### src/rtl/core_wbq_if.sv
// ---------------------------------------------------------------------------
// core_wbq_if
// Bus bundle for the writeback queue. One interface carries three channels:
//   result channel : in_valid, in_ready, in_addr[3:0], in_data[15:0]
//   ARF write port : w_en, w_addr[3:0], w_data[15:0]
//   forwarding     : fwd_addr[3:0], fwd_hit, fwd_data[15:0]
// Modports:
//   master : the execution side that offers results and looks up operands.
//   slave  : the queue itself.
// ---------------------------------------------------------------------------
interface core_wbq_if;
  logic        in_valid;
  logic        in_ready;
  logic [3:0]  in_addr;
  logic [15:0] in_data;

  logic        w_en;
  logic [3:0]  w_addr;
  logic [15:0] w_data;

  logic [3:0]  fwd_addr;
  logic        fwd_hit;
  logic [15:0] fwd_data;

  modport master (
    output in_valid, in_addr, in_data, fwd_addr,
    input  in_ready, w_en, w_addr, w_data, fwd_hit, fwd_data
  );

  modport slave (
    input  in_valid, in_addr, in_data, fwd_addr,
    output in_ready, w_en, w_addr, w_data, fwd_hit, fwd_data
  );
endinterface

### src/rtl/core_wbq.sv
// ---------------------------------------------------------------------------
// core_wbq
// Writeback queue between the execution units and the architectural register
// file (ARF). Results are buffered in a circular FIFO and drained one per
// cycle into the ARF write port, strictly in arrival order. Queued results
// can be forwarded to operand reads, and a per-register pending mask tells
// the issue logic which registers still have a write in flight.
//
// Ports:
//   clk_i    : clock, rising edge
//   arst_ni  : asynchronous active-low reset
//   bus      : core_wbq_if.slave (result channel, ARF write port, forwarding)
//   stall_i  : hold the drain; enqueue still allowed
//   flush_i  : discard every queued result at the next edge
//   pending  : bit k set when a queued entry targets register k
//   count    : number of occupied entries
//
// Parameter:
//   DEPTH    : number of entries, power of two in 2..16
// ---------------------------------------------------------------------------
module core_wbq #(
  parameter int DEPTH = 4
) (
  input  logic                     clk_i,
  input  logic                     arst_ni,
  core_wbq_if.slave                bus,
  input  logic                     stall_i,
  input  logic                     flush_i,
  output logic [15:0]              pending,
  output logic [$clog2(DEPTH):0]   count
);

  localparam int PTR_W = $clog2(DEPTH);
  localparam int CNT_W = PTR_W + 1;
  localparam logic [CNT_W-1:0] DEPTH_C = CNT_W'(DEPTH);

  // Payload storage carries no reset: an entry is only ever observed while
  // it is occupied, and occupancy is tracked by the reset pointers/count.
  logic [3:0]  addr_q [DEPTH];
  logic [15:0] data_q [DEPTH];

  logic [PTR_W-1:0] head_q;
  logic [PTR_W-1:0] tail_q;
  logic [CNT_W-1:0] count_q;

  logic do_enq;
  logic do_deq;
  logic [PTR_W-1:0] idx;

  // Acceptance never depends on the drain in the same cycle, so a full
  // queue refuses even while it is writing an entry out.
  assign bus.in_ready = ~flush_i & (count_q < DEPTH_C);

  // R0 is hardwired to zero: the handshake completes but nothing is stored.
  assign do_enq = bus.in_valid & bus.in_ready & (bus.in_addr != 4'd0);

  assign bus.w_en   = (count_q != '0) & ~stall_i & ~flush_i;
  assign bus.w_addr = bus.w_en ? addr_q[head_q] : 4'd0;
  assign bus.w_data = bus.w_en ? data_q[head_q] : 16'd0;
  assign do_deq     = bus.w_en;

  assign count = count_q;

  always_ff @(posedge clk_i or negedge arst_ni) begin
    if (!arst_ni) begin
      head_q  <= '0;
      tail_q  <= '0;
      count_q <= '0;
    end else if (flush_i) begin
      head_q  <= '0;
      tail_q  <= '0;
      count_q <= '0;
    end else begin
      if (do_enq) begin
        tail_q <= tail_q + PTR_W'(1);
      end
      if (do_deq) begin
        head_q <= head_q + PTR_W'(1);
      end
      case ({do_enq, do_deq})
        2'b10:   count_q <= count_q + CNT_W'(1);
        2'b01:   count_q <= count_q - CNT_W'(1);
        default: count_q <= count_q;
      endcase
    end
  end

  always_ff @(posedge clk_i) begin
    if (do_enq) begin
      addr_q[tail_q] <= bus.in_addr;
      data_q[tail_q] <= bus.in_data;
    end
  end

  // Walk the occupied entries from oldest (head) to youngest; later matches
  // overwrite earlier ones so the youngest write to a register wins. The
  // entry being enqueued this cycle is not yet occupied and is not seen.
  always_comb begin
    bus.fwd_hit  = 1'b0;
    bus.fwd_data = 16'd0;
    pending      = 16'd0;
    idx          = '0;
    for (int k = 0; k < DEPTH; k++) begin
      idx = head_q + PTR_W'(k);
      if (CNT_W'(k) < count_q) begin
        pending[addr_q[idx]] = 1'b1;
        if ((bus.fwd_addr != 4'd0) && (addr_q[idx] == bus.fwd_addr)) begin
          bus.fwd_hit  = 1'b1;
          bus.fwd_data = data_q[idx];
        end
      end
    end
    pending[0] = 1'b0;
  end

endmodule

### src/flat_wrapper.sv
// flat-port wrapper written by rule: the top's interface ports become plain ports
module core_wbq_flat 
#(
  parameter int DEPTH = 4
)
  (clk_i, arst_ni, stall_i, flush_i, pending, count, bus_in_valid, bus_in_addr, bus_in_data, bus_fwd_addr, bus_in_ready, bus_w_en, bus_w_addr, bus_w_data, bus_fwd_hit, bus_fwd_data);
  core_wbq_if bus_i ();
  input  logic clk_i;
  input  logic arst_ni;
  input  logic stall_i;
  input  logic flush_i;
  output logic [15:0] pending;
  output logic [$clog2(DEPTH):0] count;
  input wire logic [$bits(bus_i.in_valid)-1:0] bus_in_valid;
  input wire logic [$bits(bus_i.in_addr)-1:0] bus_in_addr;
  input wire logic [$bits(bus_i.in_data)-1:0] bus_in_data;
  input wire logic [$bits(bus_i.fwd_addr)-1:0] bus_fwd_addr;
  output wire logic [$bits(bus_i.in_ready)-1:0] bus_in_ready;
  output wire logic [$bits(bus_i.w_en)-1:0] bus_w_en;
  output wire logic [$bits(bus_i.w_addr)-1:0] bus_w_addr;
  output wire logic [$bits(bus_i.w_data)-1:0] bus_w_data;
  output wire logic [$bits(bus_i.fwd_hit)-1:0] bus_fwd_hit;
  output wire logic [$bits(bus_i.fwd_data)-1:0] bus_fwd_data;
  assign bus_i.in_valid = bus_in_valid;
  assign bus_i.in_addr = bus_in_addr;
  assign bus_i.in_data = bus_in_data;
  assign bus_i.fwd_addr = bus_fwd_addr;
  assign bus_in_ready = bus_i.in_ready;
  assign bus_w_en = bus_i.w_en;
  assign bus_w_addr = bus_i.w_addr;
  assign bus_w_data = bus_i.w_data;
  assign bus_fwd_hit = bus_i.fwd_hit;
  assign bus_fwd_data = bus_i.fwd_data;
  core_wbq #(.DEPTH(DEPTH)) u_core (.clk_i(clk_i), .arst_ni(arst_ni), .bus(bus_i), .stall_i(stall_i), .flush_i(flush_i), .pending(pending), .count(count));
endmodule
### config.mk
export PLATFORM = sky130hd
export DESIGN_NAME = core_wbq_flat
export DESIGN_NICKNAME = d
export VERILOG_FILES = /design/src/rtl/core_wbq_if.sv /design/src/rtl/core_wbq.sv /design/src/flat_wrapper.sv
export SDC_FILE = /design/constraint.sdc
export NUM_CORES = 1
export LEC_CHECK = 0
export BUFFER_PORTS_ARGS = -buffer_cell sky130_fd_sc_hd__buf_2
export CORE_ASPECT_RATIO = 1.4
export CORE_UTILIZATION = 40
export DETAILED_ROUTE_END_ITERATION = 10
export GPL_TIMING_DRIVEN = 0
export PLACE_DENSITY = 0.72
export SYNTH_ARGS = -nofsm -noshare
export SYNTH_HDL_FRONTEND = slang
export SYNTH_SLANG_ARGS = --single-unit
### constraint.sdc
create_clock -name clk_i -period 2.42 [get_ports clk_i]
set_input_delay 0.121 -clock clk_i [delete_from_list [all_inputs] [get_ports clk_i]]
set_output_delay 0.121 -clock clk_i [all_outputs]
set_load 0.01 [all_outputs]
==> results of run 1 <==
[synth_stat cells, types with 13 or more instances]
library cell                n
sky130_fd_sc_hd__o21ai_0   22
sky130_fd_sc_hd__a21oi_1   22
sky130_fd_sc_hd__a21o_1    18
sky130_fd_sc_hd__nand2_1   42
sky130_fd_sc_hd__nor2_1    34
sky130_fd_sc_hd__or2_2     17
sky130_fd_sc_hd__o211ai_1  18
sky130_fd_sc_hd__mux2_2    52
sky130_fd_sc_hd__mux2i_1   39
sky130_fd_sc_hd__clkbuf_1  20
sky130_fd_sc_hd__nor2b_1   24
sky130_fd_sc_hd__edfxtp_1  80
sky130_fd_sc_hd__xnor2_1   13
[critical path: cells and delay by family, from the launching register on]
kind                      cells  cell delay, ns
DFF                           1            0.36
AOI/OAI and AO/OA             3            0.51
xor gates and xnor gates      1            0.15
muxes                         1            0.58
and+or+nand+nor               1            0.21
buffers and inverters         5            0.79
[logic make-up after synthesis]
kind of cell | Yosys count | share of synthesized area [%]
compound gates | 145 | 17.5
xor+xnor | 17 | 2.48
fa+ha+maj | 8 | 1.58
buf+inv | 57 | 4.58
flops | 87 | 40.8
mux | 105 | 20.6
other cells | 1 | 0.0594
simple gates | 156 | 12.4
[power groups by stage]
stage | Sequential, mW | Combinational [mW] | Clock, mW
after floorplan | 1.86 | 1.95 | 0
after global placement | 1.87 | 2.72 | 0
after detailed placement | 1.88 | 2.79 | 0
after CTS | 1.85 | 3.25 | 1.23
after global routing | 1.87 | 3.80 | 1.29
final | 1.86 | 3.61 | 1.23
[sequential cells by signal (all words and copies together) (netlist names)]
name and flops:
u_core.tail_q 2, u_core.addr_q 16, u_core.count 3, u_core.data_q 64, u_core.head_q 2
[area by class of cell]
class / count / area, sq um
plain buffers: 44 / 388
clock buffers: 12 / 236
clock inverters: 4 / 22.5
fillers: 1343 / 7270
inverters: 13 / 56.3
multi-input cells: 433 / 3780
flip-flops and latches: 87 / 2580
well taps: 196 / 245
repair buffers: 136 / 965
[per-stage QoR]
step	area (sq um)	std cells	hold slack, ns	setup slack (ns)	setup TNS, ns
after global routing	8270	925	0.0174	-0.727	-14.79
after CTS	7980	915	0.0114	-0.604	-13.07
final	8270	925	0.0153	-0.663	-12.18
after detailed placement	6960	852	-0.0307	-0.810	-54.78
after global placement	6960	852	-0.0368	-0.662	-47.05
after floorplan	6320	576	-0.175	0.00692	0
[timing repair]
| action | 4_1_cts | 5_1_grt |
|---|---|---|
| setup buffers | 29 | 9 |
| resized for setup | 98 | 72 |
| pin swaps | 15 | 15 |
| hold endpoints to repair | 63 | 0 |
| endpoints found under the setup margin | 134 | 133 |
| cloned | 3 | 1 |
| hold buffers | 15 | 0 |
[routing by layer]
metal  routed length [um]  part of all wire [%]
met5                    0                     0
met4                 1230                   5.8
met3                 1430                   6.8
met2                10900                    52
met1                 7540                    36
[final timing paths]
check / to / cells after the start / slack [ns]
max in group asynchronous: u_core.count[0] / 2 / 2.10
worst max register to register: u_core.data_q[2][6] / 5 / 0.17
worst min-delay path: u_core.data_q[1][0] / 1 / 0.02
worst max-delay path: bus_fwd_data[3] / 11 / -0.66
min in group asynchronous: u_core.tail_q[0] / 2 / 0.15
worst min register to register: u_core.tail_q[1] / 2 / 0.64
==> Flow_metrics.wiki, run 1 <==
{| class="wikitable"
! Metric !! Value
|-
| Final ANT Viol Nets || 0
|-
| Width of the chip || about 110 um
|-
| Setup WS post-layout || -0.663 ns
|-
| Count of unique library cells instantiated by Yosys || 59
|-
| Initial antenna violation count || 0
|-
| Wire length of the first global-routing pass || 31300 um
|-
| Post-synth top area share || between 30% and 40%
|-
| Launching element of the worst setup path || u_core.head_q[0]
|-
| Number of synthesized flops with an enable pin || 80
|-
| Achievable Freq || 324 MHz
|-
| Number of setup violations in the final report || 32
|-
| Power consumption || ~6.7 mW
|-
| Yosys synthesis warning count || 0
|-
| Clock share of power || between 10% and 20%
|-
| Net count of the finished layout || ~760
|-
| Total nets after synthesis || 613
|-
| Switching fraction of total power || approximately two fifths
|-
| Global Route met3 Usage || under 10%
|-
| FF+latch count, synth || 87
|-
| Synthesis-to-finish area growth || 31.0%
|-
| Violations in the final reports || setup timing
|-
| TritonCTS clock tree || done
|-
| Clk_skew || approximately 0.0064 ns
|-
| Cell type of the slowest stage on the worst timing path || sky130_fd_sc_hd__mux4_2
|-
| Synthesized instance count || approximately 580
|-
| Synth area leaders || sky130_fd_sc_hd__edfxtp_1 (38%), sky130_fd_sc_hd__mux2_2 (9.3%), sky130_fd_sc_hd__mux2i_1 (6.2%)
|-
| DRC violation count after routing || 0
|-
| P_leak || approximately 3.2 nW
|-
| GR met1 Demand/Resource || between 20% and 30%
|-
| Number of buffers inserted during clock tree synthesis || 9
|-
| Clock period minus worst slack || 3.08 ns
|-
| Most frequent standard cell in the layout excluding fill and tap cells || sky130_fd_sc_hd__buf_2
|-
| Share of layout cells above drive strength 1 || a little under half
|-
| Largest buffer count on any clock path || 2
|-
| Element type at the critical path end || output pin
|-
| Total overflow reported by the global router || 0
|-
| Chain of cells forming the critical path || buf_8, buf_8, mux4_2, xnor2_2, nand4_1, a211oi_4, buf_6, buf_8, a221oi_2, o21ai_1, buf_2
|-
| Origin of the critical flop-to-flop path || u_core.count[2]
|-
| Largest net degree at the start of global routing || 21
|-
| Transition at the pin with the smallest max-transition slack || 0.964 ns
|-
| Share of synthesized area occupied by flip-flops and latches || 40.8%
|-
| Outcome || finished, violations left
|-
| Max-capacitance violation count || 0
|-
| Startpoint Class || flop
|-
| Mean area per synthesized cell || 11.0 sq um
|-
| CP Class || reg -> out
|-
| Violation count after the first detailed-routing iteration || 653
|-
| Post-synthesis instance area || around 6300 sq um
|-
| Overall routing resource usage || between 20% and 30%
|-
| Most used flip-flop cell after synthesis || sky130_fd_sc_hd__edfxtp_1
|-
| Count of TritonRoute iterations in the first routing pass || 7
|-
| Cell type with the highest aggregate area in the netlist || sky130_fd_sc_hd__edfxtp_1
|-
| Proportion of power drawn by combinational gates || between 50 and 60%
|-
| Clock transition at the register clock pins on the worst setup and hold paths after CTS || about 0.06 ns
|-
| Worst stage delay on the critical path || 0.58 ns
|-
| Clk Tree Root Cell || sky130_fd_sc_hd__clkbuf_16
|-
| Clock sinks || slightly below 90
|-
| Final standard cell utilization of the core || a little over half
|-
| Via count || around 5.8k
|-
| Setup repair after global routing missed its margin || true
|-
| Hold Startpoint || bus_in_data[0]
|-
| Async set or reset register ratio after synthesis || under 10%
|-
| Mean routed wirelength per cell || around 23 um
|-
| Total I/O pin count || 87
|-
| Global-route layer with the greatest usage || met2
|-
| Worst slew margin relative to its limit || a little over a third
|-
| Worst-skew pair later-pin latency || 0.35 ns
|-
| Ant. Diodes || 0
|-
| Floorplan Core Area || approximately 16000 sq um
|-
| Via count of the first global-routing pass || 5918
|-
| Area enclosed by the die boundary || around 16000 sq um
|-
| Cell internal power dissipation || 3.96 mW
|-
| Kind of path behind the tightest hold check || in -> reg
|-
| Met2 Resource Use GR || a little under half
|-
| Sequential share of power || between 20% and 30%
|-
| Final worst-path cycle share || 127%
|-
| Estimated wirelength of the detail-placed design || about 14000 um
|-
| P per Cell Area || 809 nW/um^2
|-
| Data arrival, critical path || around 3.0 ns
|-
| Commonest non-fill, non-tap cells in the layout || sky130_fd_sc_hd__buf_2 (83), sky130_fd_sc_hd__edfxtp_1 (80), sky130_fd_sc_hd__mux2_2 (50)
|-
| Max FO, Critical Path || 9
|-
| Number of vias per cell after detailed routing || ~6.3
|-
| Cell occurring most often along the worst timing path || sky130_fd_sc_hd__buf_8
|-
| Max-slew violations || 0
|-
| Number of hold-slack violations in the final timing report || 0
|-
| Switching power || 2.73 mW
|-
| Data required, critical path || between 2 and 2.5 ns
|-
| Vertical die dimension || 151 um
|-
| Total routed wirelength || ~21000 um
|-
| Maximum level of the CTS H-tree || 3
|-
| Global placer's final weighted congestion || just over 0.9
|-
| Initial core utilization || between 40% and 50%
|-
| Number of placement rows || 54
|-
| Quantity of I/O buffers inserted on ports || 80
|-
| Largest vdd supply drop || around 500 uV
|}
(Power assumes the default switching activity.)
==> run 2, diff against run 1 <==
- HOLD_SLACK_MARGIN: default -> 0.12
==> run 2 against run 1 <==
The flow still finishes with violations (setup timing). Maximum frequency fell by 0.47%. Worst hold slack improved by 0.12 ns. Sequential power barely moved. Final cell count rose by 0.76%. Sequential share of layout area fell by 0.26 points. Highest routed layer unchanged. Cell area rose by 0.85%. Critical path type unchanged. Die area did not move.
==> Flow_metrics.wiki, run 2 (synthesis results as in run 1) <==
{| class="wikitable"
! Metric !! Value
|-
| Kind of path behind the tightest hold check || in -> async
|-
| Crit path max-delay family || buffers and inverters
|-
| Worst R2R Path Depth || 5
|-
| CP Class || reg -> out
|-
| Worst stage delay on the critical path || just under 0.6 ns
|-
| Most frequent standard cell in the layout excluding fill and tap cells || sky130_fd_sc_hd__buf_2
|-
| Share of layout cells above drive strength 1 || 45.7%
|-
| Violation count after the first detailed-routing iteration || 544
|-
| Estimated wirelength of the detail-placed design || between 10000 and 15000 um
|-
| Total I/O pin count || a little under 90
|-
| Largest buffer count on any clock path || 2
|-
| Initial core utilization || 40.6%
|-
| Net count of the finished layout || about 770
|-
| Number of vias per cell after detailed routing || roughly 6.2
|-
| Commonest non-fill, non-tap cells in the layout || sky130_fd_sc_hd__buf_2 (83), sky130_fd_sc_hd__edfxtp_1 (80), sky130_fd_sc_hd__mux2_2 (50)
|-
| Clock transition at the register clock pins on the worst setup and hold paths after CTS || roughly 0.06 ns
|-
| Max-capacitance violation count || 0
|-
| Via count of the first global-routing pass || 5942
|-
| Total number of cells along the worst setup path || 11
|-
| Max FO, Critical Path || 9
|-
| Clock period minus worst slack || approximately 3.1 ns
|-
| Final worst-path cycle share || 128%
|-
| TritonCTS clock tree || done
|-
| Clock sinks || 87
|-
| Data arrival, critical path || just under 3 ns
|-
| Final standard cell utilization of the core || a little over half
|-
| Clk Tree Root Cell || sky130_fd_sc_hd__clkbuf_16
|-
| Count of TritonRoute iterations in the first routing pass || 5
|-
| Total overflow reported by the global router || 0
|-
| Initial antenna violation count || 0
|-
| Width of the chip || about 110 um
|-
| Overall routing resource usage || ~26%
|-
| Largest net degree at the start of global routing || 21
|-
| Wire length of the first global-routing pass || roughly 31000 um
|-
| DRC violation count after routing || 0
|-
| Floorplan Core Area || 15500 sq um
|-
| Achievable Freq || ~320 MHz
|-
| Number of setup violations in the final report || 32
|-
| Via count || 5822
|-
| Max-slew violations || 0
|-
| Vertical die dimension || 151 um
|-
| P_leak || between 3 and 4 nW
|-
| Mean routed wirelength per cell || 22.7 um
|-
| Worst-skew pair later-pin latency || approximately 0.35 ns
|-
| Post-Layout Cell Count || 932
|-
| Chain of cells forming the critical path || buf_8, buf_8, mux4_2, xnor2_2, nand4_1, a211oi_4, buf_6, buf_8, a221oi_2, o21ai_1, buf_2
|-
| Element type at the critical path end || output pin
|-
| Number of flip-flops under the largest register name || 64
|-
| Ant. Diodes || 0
|-
| Quantity of I/O buffers inserted on ports || 80
|-
| Area enclosed by the die boundary || between 15000 and 20000 sq um
|-
| Final ANT Viol Nets || 0
|-
| Largest register by flop count || u_core.data_q
|-
| Number of hold-slack violations in the final timing report || 0
|-
| Maximum level of the CTS H-tree || 3
|-
| Cell occurring most often along the worst timing path || sky130_fd_sc_hd__buf_8
|-
| Synthesis-to-finish area growth || 32.1%
|-
| Largest vdd supply drop || 499 uV
|-
| Number of fillers in the final layout || between 1k and 1.5k
|-
| Startpoint Class || flop
|-
| Cell count after placement || around 850
|-
| Violations in the final reports || setup timing
|-
| Global placer's final weighted congestion || 0.909
|-
| Transition at the pin with the smallest max-transition slack || between 0.9 and 1 ns
|-
| Total routed wirelength || ~21000 um
|-
| Data required, critical path || roughly 2.3 ns
|-
| P per Cell Area || around 800 nW/um^2
|-
| Cell type of the slowest stage on the worst timing path || sky130_fd_sc_hd__mux4_2
|-
| Buffer and inverter count on the worst path || 5
|-
| Setup repair after global routing missed its margin || true
|-
| Worst slew margin relative to its limit || between 30% and 40%
|-
| Setup slack after placement || -0.810 ns
|-
| Number of placement rows || 54
|-
| Number of buffers inserted during clock tree synthesis || 9
|-
| Setup WS post-layout || -0.677 ns
|-
| Outcome || finished, violations left
|-
| Clk_skew || between 0.006 and 0.007 ns
|}
==> run 2: cell types whose count changed in the layout (fill, tap and decap cells not counted), sizes merged <==
| cell | before | now |
|---|---|---|
| dlygate4sd3 | 15 | 22 |
==> run 2: metrics by stage <==
step	total power, mW	area (sq um)	setup TNS (ns)	hold WS (ns)
6_report	6.70	8340	-12.21	0.136
5_1_grt	6.97	8340	-14.78	0.174
4_1_cts	6.34	8050	-13.07	0.142
3_5_place_dp	4.67	6960	-54.78	-0.0307
3_3_place_gp	4.59	6960	-47.05	-0.0368
2_1_floorplan	3.81	6320	0	-0.175
==> run 2: layout make-up <==
| class | instances | area, sq um | area share, % |
|---|---|---|---|
| multi-input combinational | 433 | 3780 | 45.3 |
| clock inverter | 4 | 22.5 | 0.270 |
| timing repair buffer | 143 | 1030 | 12.4 |
| inverter | 13 | 56.3 | 0.675 |
| tap | 196 | 245 | 2.94 |
| sequential | 87 | 2580 | 30.9 |
| buffer | 44 | 388 | 4.65 |
| clock buffer | 12 | 236 | 2.83 |
==> run 2: timing repair <==
action / 4_1_cts / 5_1_grt
pin swaps: 15 / 15
setup buffers: 29 / 9
resized for setup: 98 / 72
hold endpoints to repair: 88 / 0
setup endpoints to repair: 134 / 133
cloned: 3 / 1
hold buffers: 22 / 0
==> run 2: report_power, final <==
group | total (mW) | leakage, nW | internal, mW | switching [mW]
clock network | 1.23 | 0.126 | 0.690 | 0.543
registers | 1.86 | 0.816 | 1.77 | 0.0886
logic | 3.61 | 2.24 | 1.51 | 2.11
==> run 2: metal layers <==
layer  vias up  GRT usage (%)  wire length [um]
met1      2839           27.7              7530
met4         0           17.1              1270
li1       2510              -                 -
met5         -              0                 0
met3       104           3.77              1410
met2       369           46.3             10900
==> run 2: worst paths after layout <==
path | start | end | slack, ns
max | u_core.head_q[0] | bus_fwd_data[3] | -0.68
min | arst_ni | u_core.tail_q[0] | 0.14
max reg2reg | u_core.count[2] | u_core.data_q[2][6] | 0.16
min reg2reg | u_core.tail_q[1] | u_core.tail_q[1] | 0.64
max in group asynchronous | arst_ni | u_core.count[0] | 2.10
min in group clk_i | flush_i | u_core.count[0] | 0.14
==> run 3, diff against run 2 <==
- ABC_AREA: default -> 1
==> run 3 against run 2 <==
Non-clock buffer count up 31. Clock power up 14%. Utilization up 4.8 points. Register-to-register slack better by 0.09 ns. Worst setup slack better by 0.39 ns. Synthesized cell count up 71%. Worst hold slack worse by 0.0050 ns. Maximum frequency up 14%. The run still ends with setup timing left.
==> Flow_metrics.wiki, run 3 <==
{| class="wikitable"
! Metric !! Value
|-
| Power consumption || between 9 and 10 mW
|-
| Largest register by flop count || u_core.data_q
|-
| Synthesized instance count || about 990
|-
| Via count || around 7.9k
|-
| Clock transition at the register clock pins on the worst setup and hold paths after CTS || 0.08 ns
|-
| Total overflow reported by the global router || 0
|-
| Overall routing resource usage || a little under 30%
|-
| Number of flip-flops under the largest register name || 64
|-
| Final worst-path cycle share || 112%
|-
| Max-slew violations || 0
|-
| Maximum level of the CTS H-tree || 3
|-
| Clock period minus worst slack || 2.71 ns
|-
| Setup WS post-layout || -0.292 ns
|-
| Data arrival, critical path || between 2 and 3 ns
|-
| Violations in the final reports || setup timing
|-
| Vertical die dimension || 157 um
|-
| DRC violation count after routing || 0
|-
| Transition at the pin with the smallest max-transition slack || around 0.75 ns
|-
| Number of vias per cell after detailed routing || 5.78
|-
| Post-synthesis instance area || about 6900 sq um
|-
| FF+latch count, synth || a little under 90
|-
| Global placer's final weighted congestion || ~0.97
|-
| Most frequent cells after synthesis || sky130_fd_sc_hd__nand2_1 (334), sky130_fd_sc_hd__o21ai_0 (121), sky130_fd_sc_hd__inv_1 (108)
|-
| Total number of cells along the worst setup path || 14
|-
| Clk_skew || around 0.012 ns
|-
| Setup slack after placement || -0.245 ns
|-
| Clk Tree Root Cell || sky130_fd_sc_hd__clkbuf_16
|-
| Count of unique library cells instantiated by Yosys || 42
|-
| Count of TritonRoute iterations in the first routing pass || 8
|-
| Total I/O pin count || between 80 and 90
|-
| Synth area leaders || sky130_fd_sc_hd__edfxtp_1 (35%), sky130_fd_sc_hd__nand2_1 (18%), sky130_fd_sc_hd__o21ai_0 (8.8%)
|-
| Via count of the first global-routing pass || 7378
|-
| Synthesis-to-finish area growth || 42.9%
|-
| Max-capacitance violation count || 0
|-
| Element type at the critical path end || output pin
|-
| Initial core utilization || 40.9%
|-
| Post-synth top area share || roughly a third
|-
| P per Cell Area || 989 nW/um^2
|-
| Share of layout cells above drive strength 1 || about a third
|-
| Total routed wirelength || about 27000 um
|-
| Quantity of I/O buffers inserted on ports || 85
|-
| Number of buffers inserted during clock tree synthesis || 9
|-
| Data required, critical path || around 2.3 ns
|-
| Max FO, Critical Path || 10
|-
| Number of synthesized flops with an enable pin || 80
|-
| Clock sinks || 87
|-
| Violation count after the first detailed-routing iteration || about 770
|-
| Net count of the finished layout || between 1k and 1.5k
|-
| Crit path max-delay family || simple AND/OR/NAND/NOR gates
|-
| Achievable Freq || ~370 MHz
|-
| Share of synthesized area occupied by flip-flops and latches || between 30% and 40%
|-
| Mean area per synthesized cell || about 7.0 sq um
|-
| P_leak || 4.37 nW
|-
| Final standard cell utilization of the core || about 59%
|-
| Area enclosed by the die boundary || between 15000 and 20000 sq um
|-
| Yosys synthesis warning count || 0
|-
| Most used flip-flop cell after synthesis || sky130_fd_sc_hd__edfxtp_1
|-
| Async set or reset register ratio after synthesis || under 10%
|-
| Final ANT Viol Nets || 0
|-
| Outcome || finished, violations left
|-
| Wire length of the first global-routing pass || 38900 um
|-
| Number of hold-slack violations in the final timing report || 0
|-
| Largest net degree at the start of global routing || 19
|-
| Cell type of the slowest stage on the worst timing path || sky130_fd_sc_hd__dfrtp_1
|-
| Commonest non-fill, non-tap cells in the layout || sky130_fd_sc_hd__nand2_1 (282), sky130_fd_sc_hd__inv_1 (101), sky130_fd_sc_hd__o21ai_0 (94)
|-
| Floorplan Core Area || 16700 sq um
|-
| Largest vdd supply drop || 483 uV
|-
| Largest buffer count on any clock path || 2
|-
| Ant. Diodes || 0
|-
| Setup repair after global routing missed its margin || true
|-
| Initial antenna violation count || 0
|-
| Number of setup violations in the final report || 28
|-
| Most frequent standard cell in the layout excluding fill and tap cells || sky130_fd_sc_hd__nand2_1
|-
| Total nets after synthesis || between 1k and 1.5k
|-
| Buffer and inverter count on the worst path || 4
|-
| Width of the chip || between 100 and 150 um
|-
| Number of placement rows || 56
|-
| Cell type with the highest aggregate area in the netlist || sky130_fd_sc_hd__edfxtp_1
|-
| Chain of cells forming the critical path || buf_12, buf_6, nand2_1, nand3_4, nand3_1, nand2_2, nand3_2, nor2_4, buf_6, nand3_1, nand3_1, nand2_1, nand2_1, buf_2
|-
| Worst slew margin relative to its limit || ~50%
|-
| CP Class || reg -> out
|-
| Mean routed wirelength per cell || ~19 um
|-
| Worst stage delay on the critical path || roughly 0.44 ns
|-
| Worst-skew pair later-pin latency || between 0.3 and 0.4 ns
|-
| Most frequently used cell type in the post-synthesis netlist || sky130_fd_sc_hd__nand2_1
|-
| Kind of path behind the tightest hold check || in -> async
|-
| Estimated wirelength of the detail-placed design || between 15000 and 20000 um
|-
| Startpoint Class || flop
|-
| Worst R2R Path Depth || 5
|-
| TritonCTS clock tree || done
|}
==> run 3: cell type report <==
type	instances	area [sq um]
multi-input cells	738	4420
inverters	112	439
flip-flops and latches	87	2580
clock inverters	7	71.3
plain buffers	51	478
clock buffers	9	225
repair buffers	167	1330
fillers	1375	6950
well taps	203	254
==> run 3: layer usage <==
layer / share of wire (%) / up-vias / global-route usage [%]
met2: 49 / 540 / 52.3
li1: - / 3593 / -
met1: 35 / 3633 / 31.2
met3: 7.4 / 172 / 3.93
met4: 7.9 / 0 / 22.4
met5: 0 / - / 0
==> run 3: worst register-to-register path: cells and delay by family (launching register included) <==
kind / cells / cell delay, ns
buffers and inverters: 2 / 0.47
flip-flops: 1 / 0.45
AND/OR/NAND/NOR: 3 / 0.94
==> run 3: final timing paths <==
kind                             startpoint                  end  slack [ns]
min reg2reg                u_core.tail_q[0]     u_core.tail_q[0]        0.57
max in group asynchronous           arst_ni     u_core.head_q[1]        2.12
min in group clk_i                  stall_i      u_core.count[1]        0.20
max reg2reg                 u_core.count[2]  u_core.data_q[1][3]        0.25
max                        u_core.head_q[0]      bus_fwd_data[5]       -0.29
min                                 arst_ni     u_core.tail_q[0]        0.13
==> run 3: stage by stage <==
stage	std cells	TNS [ns]	hold slack (ns)	cell area [sq um]
CTS	1363	-2.48	0.124	9230
detailed placement	1278	-3.81	-0.0378	7620
finish	1374	-5.04	0.131	9800
floorplan	986	-1.98	-0.175	6860
global placement	1274	-71.05	-0.0345	7540
global route	1374	-7.55	0.157	9800
==> run 3: power by group <==
part / switching, mW / internal [mW] / leakage, nW
Sequential: 0.0798 / 1.75 / 0.816
Clock: 0.668 / 0.729 / 0.148
Combinational: 4.15 / 2.31 / 3.41
Total: 4.89 / 4.79 / 4.37
==> run 3: cell families (layout without fill, tap and decap cells) <==
| logic type | after synthesis | count (layout) | share of synthesized area, % |
|---|---|---|---|
| buffers and inverters | 163 | 346 | 10.8 |
| adder cells (fa/ha/maj) | 8 | 8 | 1.46 |
| flip-flops | 87 | 87 | 37.6 |
| other | 1 | 1 | 0.0547 |
| AO/OA/AOI/OAI | 177 | 177 | 14.7 |
| AND/OR/NAND/NOR | 548 | 550 | 35.2 |
| XOR/XNOR | 2 | 2 | 0.256 |
==> run 3: what timing repair did <==
item                       in CTS  in global routing
buffers inserted               37                 11
pin swaps                      24                 21
hold endpoints to repair       88                  0
cloned                         10                  0
hold buffers                   22                  0
resized for setup             191                147
setup endpoints to repair      74                106
